`src/rtl/ervp_spio_regbank.sv`:
```
// Special-purpose IO register bank on an APB-style slave port: NUM_CH channels, each fixed at
// build time as RW control, synchronised RO status, write pulse, or sticky W1C pending.
module ervp_spio_ch #(
    parameter int                REG_BW  = 4,
    parameter logic [1:0]        MODE    = 2'd0,
    parameter logic [REG_BW-1:0] RST_VAL = '0
) (
    input  logic              clk,
    input  logic              rst,
    input  logic              wr,
    input  logic [REG_BW-1:0] wdata,
    input  logic [REG_BW-1:0] s2,
    input  logic [REG_BW-1:0] s3,
    output logic [REG_BW-1:0] rdata,
    output logic [REG_BW-1:0] ch_out,
    output logic              pulse,
    output logic              pend_any
);
    logic [REG_BW-1:0] reg_q, reg_d;
    logic              pulse_q, pulse_d;

    always_comb begin
        reg_d   = reg_q;
        pulse_d = 1'b0;
        rdata   = '0;
        ch_out  = '0;
        case (MODE)
            2'd0: begin
                if (wr) reg_d = wdata;
                rdata  = reg_q;
                ch_out = reg_q;
            end
            2'd1: begin
                reg_d = '0;
                rdata = s2;
            end
            2'd2: begin
                reg_d   = wr ? wdata : '0;
                pulse_d = wr;
                ch_out  = reg_q;
            end
            default: begin
                // New edge is OR-ed in after the clear so a coincident set survives.
                reg_d = (reg_q & ~(wr ? wdata : '0)) | (s2 & ~s3);
                rdata = reg_q;
            end
        endcase
    end

    always_ff @(posedge clk) begin
        if (rst) begin
            reg_q   <= (MODE == 2'd0) ? RST_VAL : '0;
            pulse_q <= 1'b0;
        end else begin
            reg_q   <= reg_d;
            pulse_q <= pulse_d;
        end
    end

    assign pulse    = pulse_q;
    assign pend_any = (MODE == 2'd3) & (|reg_q);
endmodule

module ervp_spio_regbank #(
    parameter int                         BW_ADDR  = 8,
    parameter int                         BW_DATA  = 32,
    parameter int                         NUM_CH   = 8,
    parameter int                         REG_BW   = 4,
    parameter logic [2*NUM_CH-1:0]        CH_MODE  = '0,
    parameter logic [NUM_CH*REG_BW-1:0]   CH_RESET = '0
) (
    input  logic                       clk,
    input  logic                       rst,
    input  logic                       psel,
    input  logic                       penable,
    input  logic                       pwrite,
    input  logic [BW_ADDR-1:0]         paddr,
    input  logic [BW_DATA-1:0]         pwdata,
    output logic [BW_DATA-1:0]         prdata,
    output logic                       pready,
    output logic                       pslverr,
    input  logic [NUM_CH*REG_BW-1:0]   ch_in,
    output logic [NUM_CH*REG_BW-1:0]   ch_out,
    output logic [NUM_CH-1:0]          ch_pulse,
    output logic                       irq
);
    localparam int IDX_W = BW_ADDR - 2;

    logic [IDX_W-1:0]               idx;
    logic                           access, wr_en, mapped;
    logic [NUM_CH*REG_BW-1:0]       s1_q, s1_d, s2_q, s2_d, s3_q, s3_d;
    logic [NUM_CH-1:0]              irq_en_q, irq_en_d, pend_any;
    logic                           irq_q, irq_d;
    logic [NUM_CH-1:0][REG_BW-1:0]  ch_rdata;
    logic                           unused_bits;

    assign idx         = paddr[BW_ADDR-1:2];
    assign access      = psel & penable;
    assign wr_en       = access & pwrite;
    assign pready      = 1'b1;
    assign unused_bits = ^{paddr[1:0], pwdata};

    for (genvar k = 0; k < NUM_CH; k++) begin : g_ch
        ervp_spio_ch #(
            .REG_BW  (REG_BW),
            .MODE    (CH_MODE[2*k +: 2]),
            .RST_VAL (CH_RESET[k*REG_BW +: REG_BW])
        ) u_ch (
            .clk      (clk),
            .rst      (rst),
            .wr       (wr_en && (idx == IDX_W'(k))),
            .wdata    (pwdata[REG_BW-1:0]),
            .s2       (s2_q[k*REG_BW +: REG_BW]),
            .s3       (s3_q[k*REG_BW +: REG_BW]),
            .rdata    (ch_rdata[k]),
            .ch_out   (ch_out[k*REG_BW +: REG_BW]),
            .pulse    (ch_pulse[k]),
            .pend_any (pend_any[k])
        );
    end

    always_comb begin
        prdata = '0;
        mapped = 1'b0;
        for (int k = 0; k < NUM_CH; k++) begin
            if (idx == IDX_W'(k)) begin
                prdata = BW_DATA'(ch_rdata[k]);
                mapped = 1'b1;
            end
        end
        if (idx == IDX_W'(NUM_CH)) begin
            prdata = BW_DATA'(irq_en_q);
            mapped = 1'b1;
        end
        if (idx == IDX_W'(NUM_CH + 1)) begin
            prdata = BW_DATA'(pend_any & irq_en_q);
            mapped = 1'b1;
        end
    end

    assign pslverr = access & ~mapped;

    always_comb begin
        s1_d     = ch_in;
        s2_d     = s1_q;
        s3_d     = s2_q;
        irq_en_d = (wr_en && idx == IDX_W'(NUM_CH)) ? pwdata[NUM_CH-1:0] : irq_en_q;
        irq_d    = |(pend_any & irq_en_q);
    end

    always_ff @(posedge clk) begin
        if (rst) begin
            s1_q     <= '0;
            s2_q     <= '0;
            s3_q     <= '0;
            irq_en_q <= '0;
            irq_q    <= 1'b0;
        end else begin
            s1_q     <= s1_d;
            s2_q     <= s2_d;
            s3_q     <= s3_d;
            irq_en_q <= irq_en_d;
            irq_q    <= irq_d;
        end
    end

    assign irq = irq_q;
endmodule

```
`config.mk`:
```
export PLATFORM = sky130hd
export DESIGN_NAME = ervp_spio_regbank
export DESIGN_NICKNAME = d
export VERILOG_FILES = /design/src/rtl/ervp_spio_regbank.sv
export SDC_FILE = /design/constraint.sdc
export NUM_CORES = 1
export LEC_CHECK = 0
export CAP_MARGIN = 30
export CORE_ASPECT_RATIO = 0.7
export CORE_MARGIN = 3
export CORE_UTILIZATION = 32
export DETAILED_ROUTE_END_ITERATION = 12
export PLACE_DENSITY = 0.84
export SYNTH_ARGS = -nofsm -noshare
export SYNTH_HDL_FRONTEND = slang
export SYNTH_SLANG_ARGS = --single-unit
```
`constraint.sdc`:
```
create_clock -name clk -period 1.6 [get_ports clk]
set_input_delay 0.32 -clock clk [delete_from_list [all_inputs] [get_ports clk]]
set_output_delay 0.32 -clock clk [all_outputs]
set_load 0.01 [all_outputs]
```
==> impl_results.rst <==
.. list-table::
   :header-rows: 1

   * - Metric
     - Value
   * - Detailed placement HPWL
     - about 5400 µm
   * - Cells traversed along the worst timing path
     - mux2_2 -> a221o_1 -> a21oi_2 -> a32oi_1 -> buf_2
   * - Crit path buffers/inverters
     - 1
   * - Clock transition time at the flip-flop clock pins of the worst setup and hold paths
     - about 0.070 ns
   * - Fin crit share
     - 1.18
   * - IO buf count
     - 59
   * - Slowest Stage Delay on Critical Path
     - around 0.33 ns
   * - Synthesized area
     - 2230 µm²
   * - Number of synthesized flops with an enable pin
     - 0
   * - Area contributors post-synth
     - dfxtp_1 36%, mux2i_1 16%, buf_4 12%, nor2_1 5.9%, mux4_2 3.0%
   * - Number of levels in the clock H-tree
     - 2
   * - Launch instance of the worst register-to-register path
     - g_ch[3].u_ch.ch_out[2]
   * - FF-to-FF path depth
     - 3
   * - Number of non-filler instances in the completed layout
     - 474
   * - Capture point of the critical path
     - prdata[1]
   * - Floorplan die width
     - 106 µm
   * - Worst hold path class
     - flop to flop
   * - Distinct cell type count after synthesis
     - 35
   * - Hold wc startpoint
     - irq_en_q[7]
   * - DRC errors left
     - 0
   * - Count leader, synth
     - dfxtp_1
   * - Fraction of layout instances using a drive strength above 1
     - 0.363
   * - Signal arrival time at the worst endpoint
     - roughly 1.6 ns
   * - Sum of negative setup slack
     - -1.19 ns
   * - Final period demand of the worst path
     - 1.89 ns
   * - Average wire per standard cell
     - 16.2 µm
   * - Row count
     - 24
   * - Vias per cell
     - between 4 and 5
   * - Pin count of the biggest net entering global routing
     - 41
   * - Skew-Pair Late Insertion Delay
     - 0.30 ns
   * - Number of hold buffers added after cts
     - 0
   * - Clk_skew
     - 0 ns
   * - Status
     - finished, violations left
   * - Via count of the first global-routing pass
     - between 2000 and 2500
   * - Die Y-Extent
     - 75.8 µm
   * - Leak
     - 0.00195 µW
   * - Net count of the finished layout
     - 460
   * - Critical-path cell with the highest stage delay
     - dfxtp_2
   * - Setup violators final
     - 13
   * - Final hold slack
     - ~0.46 ns
   * - Grt ovf
     - 0
   * - Final Power
     - 2050 µW
   * - Detailed Route Iter0 Violations
     - 136
   * - Prevailing post-synth register cell
     - dfxtp_1
   * - Clock sink count
     - 40
   * - Fraction of synthesized cell area taken by the top area cell type
     - 0.360
   * - Critical Setup Path Class
     - flop to output pin
   * - Relative area change from synthesis to final layout
     - 63.1%
   * - ANT nets after route
     - 0
   * - I/O pin count
     - 152
   * - Initial antenna violation count
     - 0
   * - Max cap viols
     - 0
   * - Logic depth of the worst setup path including buffers
     - 5
   * - Placeable core region
     - between 6000 and 7000 µm²
   * - Gate family responsible for the most delay along the worst path
     - compound AO/OA/AOI/OAI gates
   * - Initial core utilization
     - 0.343
   * - Share of the yosys chip area belonging to registers
     - 0.360
   * - Final number of max-transition violations
     - 0
   * - Placed Cells incl. Taps
     - 452
   * - Ant. Diodes
     - 0
   * - Last weighted congestion value of the routability-driven placer
     - 0.930
   * - Die footprint
     - 8010 µm²
   * - Worst setup slack for register-to-register paths
     - about 0.80 ns
   * - Violations in the final reports
     - setup timing
   * - Placed standard-cell area
     - 3270 µm²
   * - Least setup slack across all paths after layout
     - -0.290 ns
   * - Max Clk Rate
     - 0.529 GHz
   * - Number of instances in the synthesized netlist
     - 248
   * - Post-synthesis register bit count
     - 40
   * - Total track usage
     - 0.180
   * - Crit path capture type
     - output pin
   * - Power density relative to cell area
     - 565 nW/µm²
   * - Worst setup SP type
     - flop
   * - Required time of the critical path
     - about 1.3 ns
   * - CTS tree
     - built
   * - Warning count from the yosys run
     - 0
   * - Post-synthesis cell type with the largest combined area
     - dfxtp_1
   * - Hold violation count in the final report
     - 0
   * - Summed area of non-filler cells in the final layout
     - between 3000 and 4000 µm²
   * - Total clock buffers created by CTS
     - 5
   * - First-pass GRT wire length
     - 11000 µm
   * - RSZ-0062 raised after global routing
     - yes
   * - Maximum clock path buffer count
     - 2
   * - Routed vias
     - around 2300
   * - Most instantiated cells after synthesis
     - 40 x dfxtp_1, 35 x buf_4, 35 x mux2i_1, 35 x nor2_1, 14 x nand2_1
   * - Worst IR drop on VDD
     - 301 µV
   * - Syn Area/Cell
     - between 8 and 9 µm²
   * - Maximum fanout count along the critical path
     - 2
   * - Launching instance or port of the critical path
     - g_ch[5].u_ch.ch_out[1]
   * - Library cell used as clock root buffer
     - clkbuf_8
   * - Total iterations of the first detailed-routing run
     - 4
   * - End of the worst register-to-register path
     - g_ch[3].u_ch.ch_out[2]
   * - DRT Wirelength
     - approximately 7700 µm
   * - Fraction of synthesis flops using an asynchronous set or reset pin
     - 0
-- metrics by stage --
step	worst slack [ns]	util
finish	-0.290	0.560
global route	-0.287	0.560
CTS	-0.259	0.530
detailed placement	-1.09	0.504
global placement	-1.05	0.504
floorplan	0.0103	-
-- state kept, by name (all words and copies together) (netlist names) --
register	flops
g_ch.u_ch.ch_out	32
irq_en_q	8
-- power by group --
part	internal [µW]	total, µW	switching [µW]
combinational	148	321	173
sequential	996	996	0.768
clock	384	736	352
total	1530	2050	526
-- layer usage --
layer | global-route usage | share of wire | vias to the layer above | wire length (µm)
li1 | - | - | 1052 | -
met1 | 0.232 | 0.43 | 1086 | 3300
met2 | 0.300 | 0.48 | 108 | 3650
met3 | 0.0550 | 0.077 | 18 | 586
met4 | 0.0489 | 0.016 | 0 | 121
met5 | 0 | 0 | - | 0
-- layout make-up --
| type | instances | area (µm²) |
|---|---|---|
| clock buffer | 7 | 96.3 |
| fill | 567 | 2850 |
| inverter | 1 | 3.75 |
| multi-input combinational | 189 | 1290 |
| sequential | 40 | 806 |
| tap | 91 | 114 |
| timing repair buffer | 146 | 1320 |
-- worst min-delay path, stage by stage (launching register included) --
cell and delay [ns]:
dfxtp_1 0.31, nand2_1 0.05, a21oi_1 0.05
-- placed cells by master (no fill, tap or decap), types with 2 or more instances in the layout --
| cell type | n |
|---|---|
| and2_4 | 4 |
| buf_2 | 5 |
| buf_8 | 4 |
| clkbuf_8 | 7 |
| clkdlybuf4s50_1 | 10 |
| buf_6 | 24 |
| conb_1 | 34 |
| mux2i_1 | 35 |
| nor3b_4 | 2 |
| buf_4 | 66 |
| nor2b_1 | 4 |
| nand3_1 | 10 |
| nand2_1 | 13 |
| nand4_1 | 5 |
| o21bai_1 | 2 |
| dfxtp_1 | 36 |
| dlygate4sd2_1 | 29 |
| dlymetal6s2s_1 | 5 |
| o21ai_1 | 2 |
| dfxtp_2 | 4 |
| mux4_2 | 3 |
| nor2_1 | 33 |
| nand3_2 | 2 |
| mux2_2 | 2 |
| a21oi_1 | 9 |
| buf_12 | 2 |
| o21ai_0 | 4 |
| nand2b_1 | 2 |
| nor3_1 | 2 |
-- worst min-delay path by stage --
stage                        to  slack [ns]  cells after the start
floorplan           irq_en_q[4]        0.43                      2
global placement    irq_en_q[4]        0.44                      2
detailed placement  irq_en_q[7]        0.45                      2
CTS                 irq_en_q[7]        0.46                      2
global route        irq_en_q[0]        0.48                      2
finish              irq_en_q[7]        0.46                      2
-- cell families (layout without fill, tap and decap cells) --
logic type | after synthesis | after routing | synth area share
AO/OA/AOI/OAI | 26 | 26 | 0.0719
buffers and inverters | 51 | 154 | 0.153
flip-flops | 40 | 40 | 0.360
multiplexers | 40 | 40 | 0.198
other | 2 | 34 | 0.00337
AND/OR/NAND/NOR | 89 | 89 | 0.215
-- timing repair --
| item | CTS | global route |
|---|---|---|
| resized for setup | 122 | 44 |
| buffers inserted | 7 | 8 |
| pin swaps | 12 | 19 |
| gates cloned | 0 | 1 |
| setup endpoints to repair | 74 | 42 |
Power figures use the tool's default switching activity.
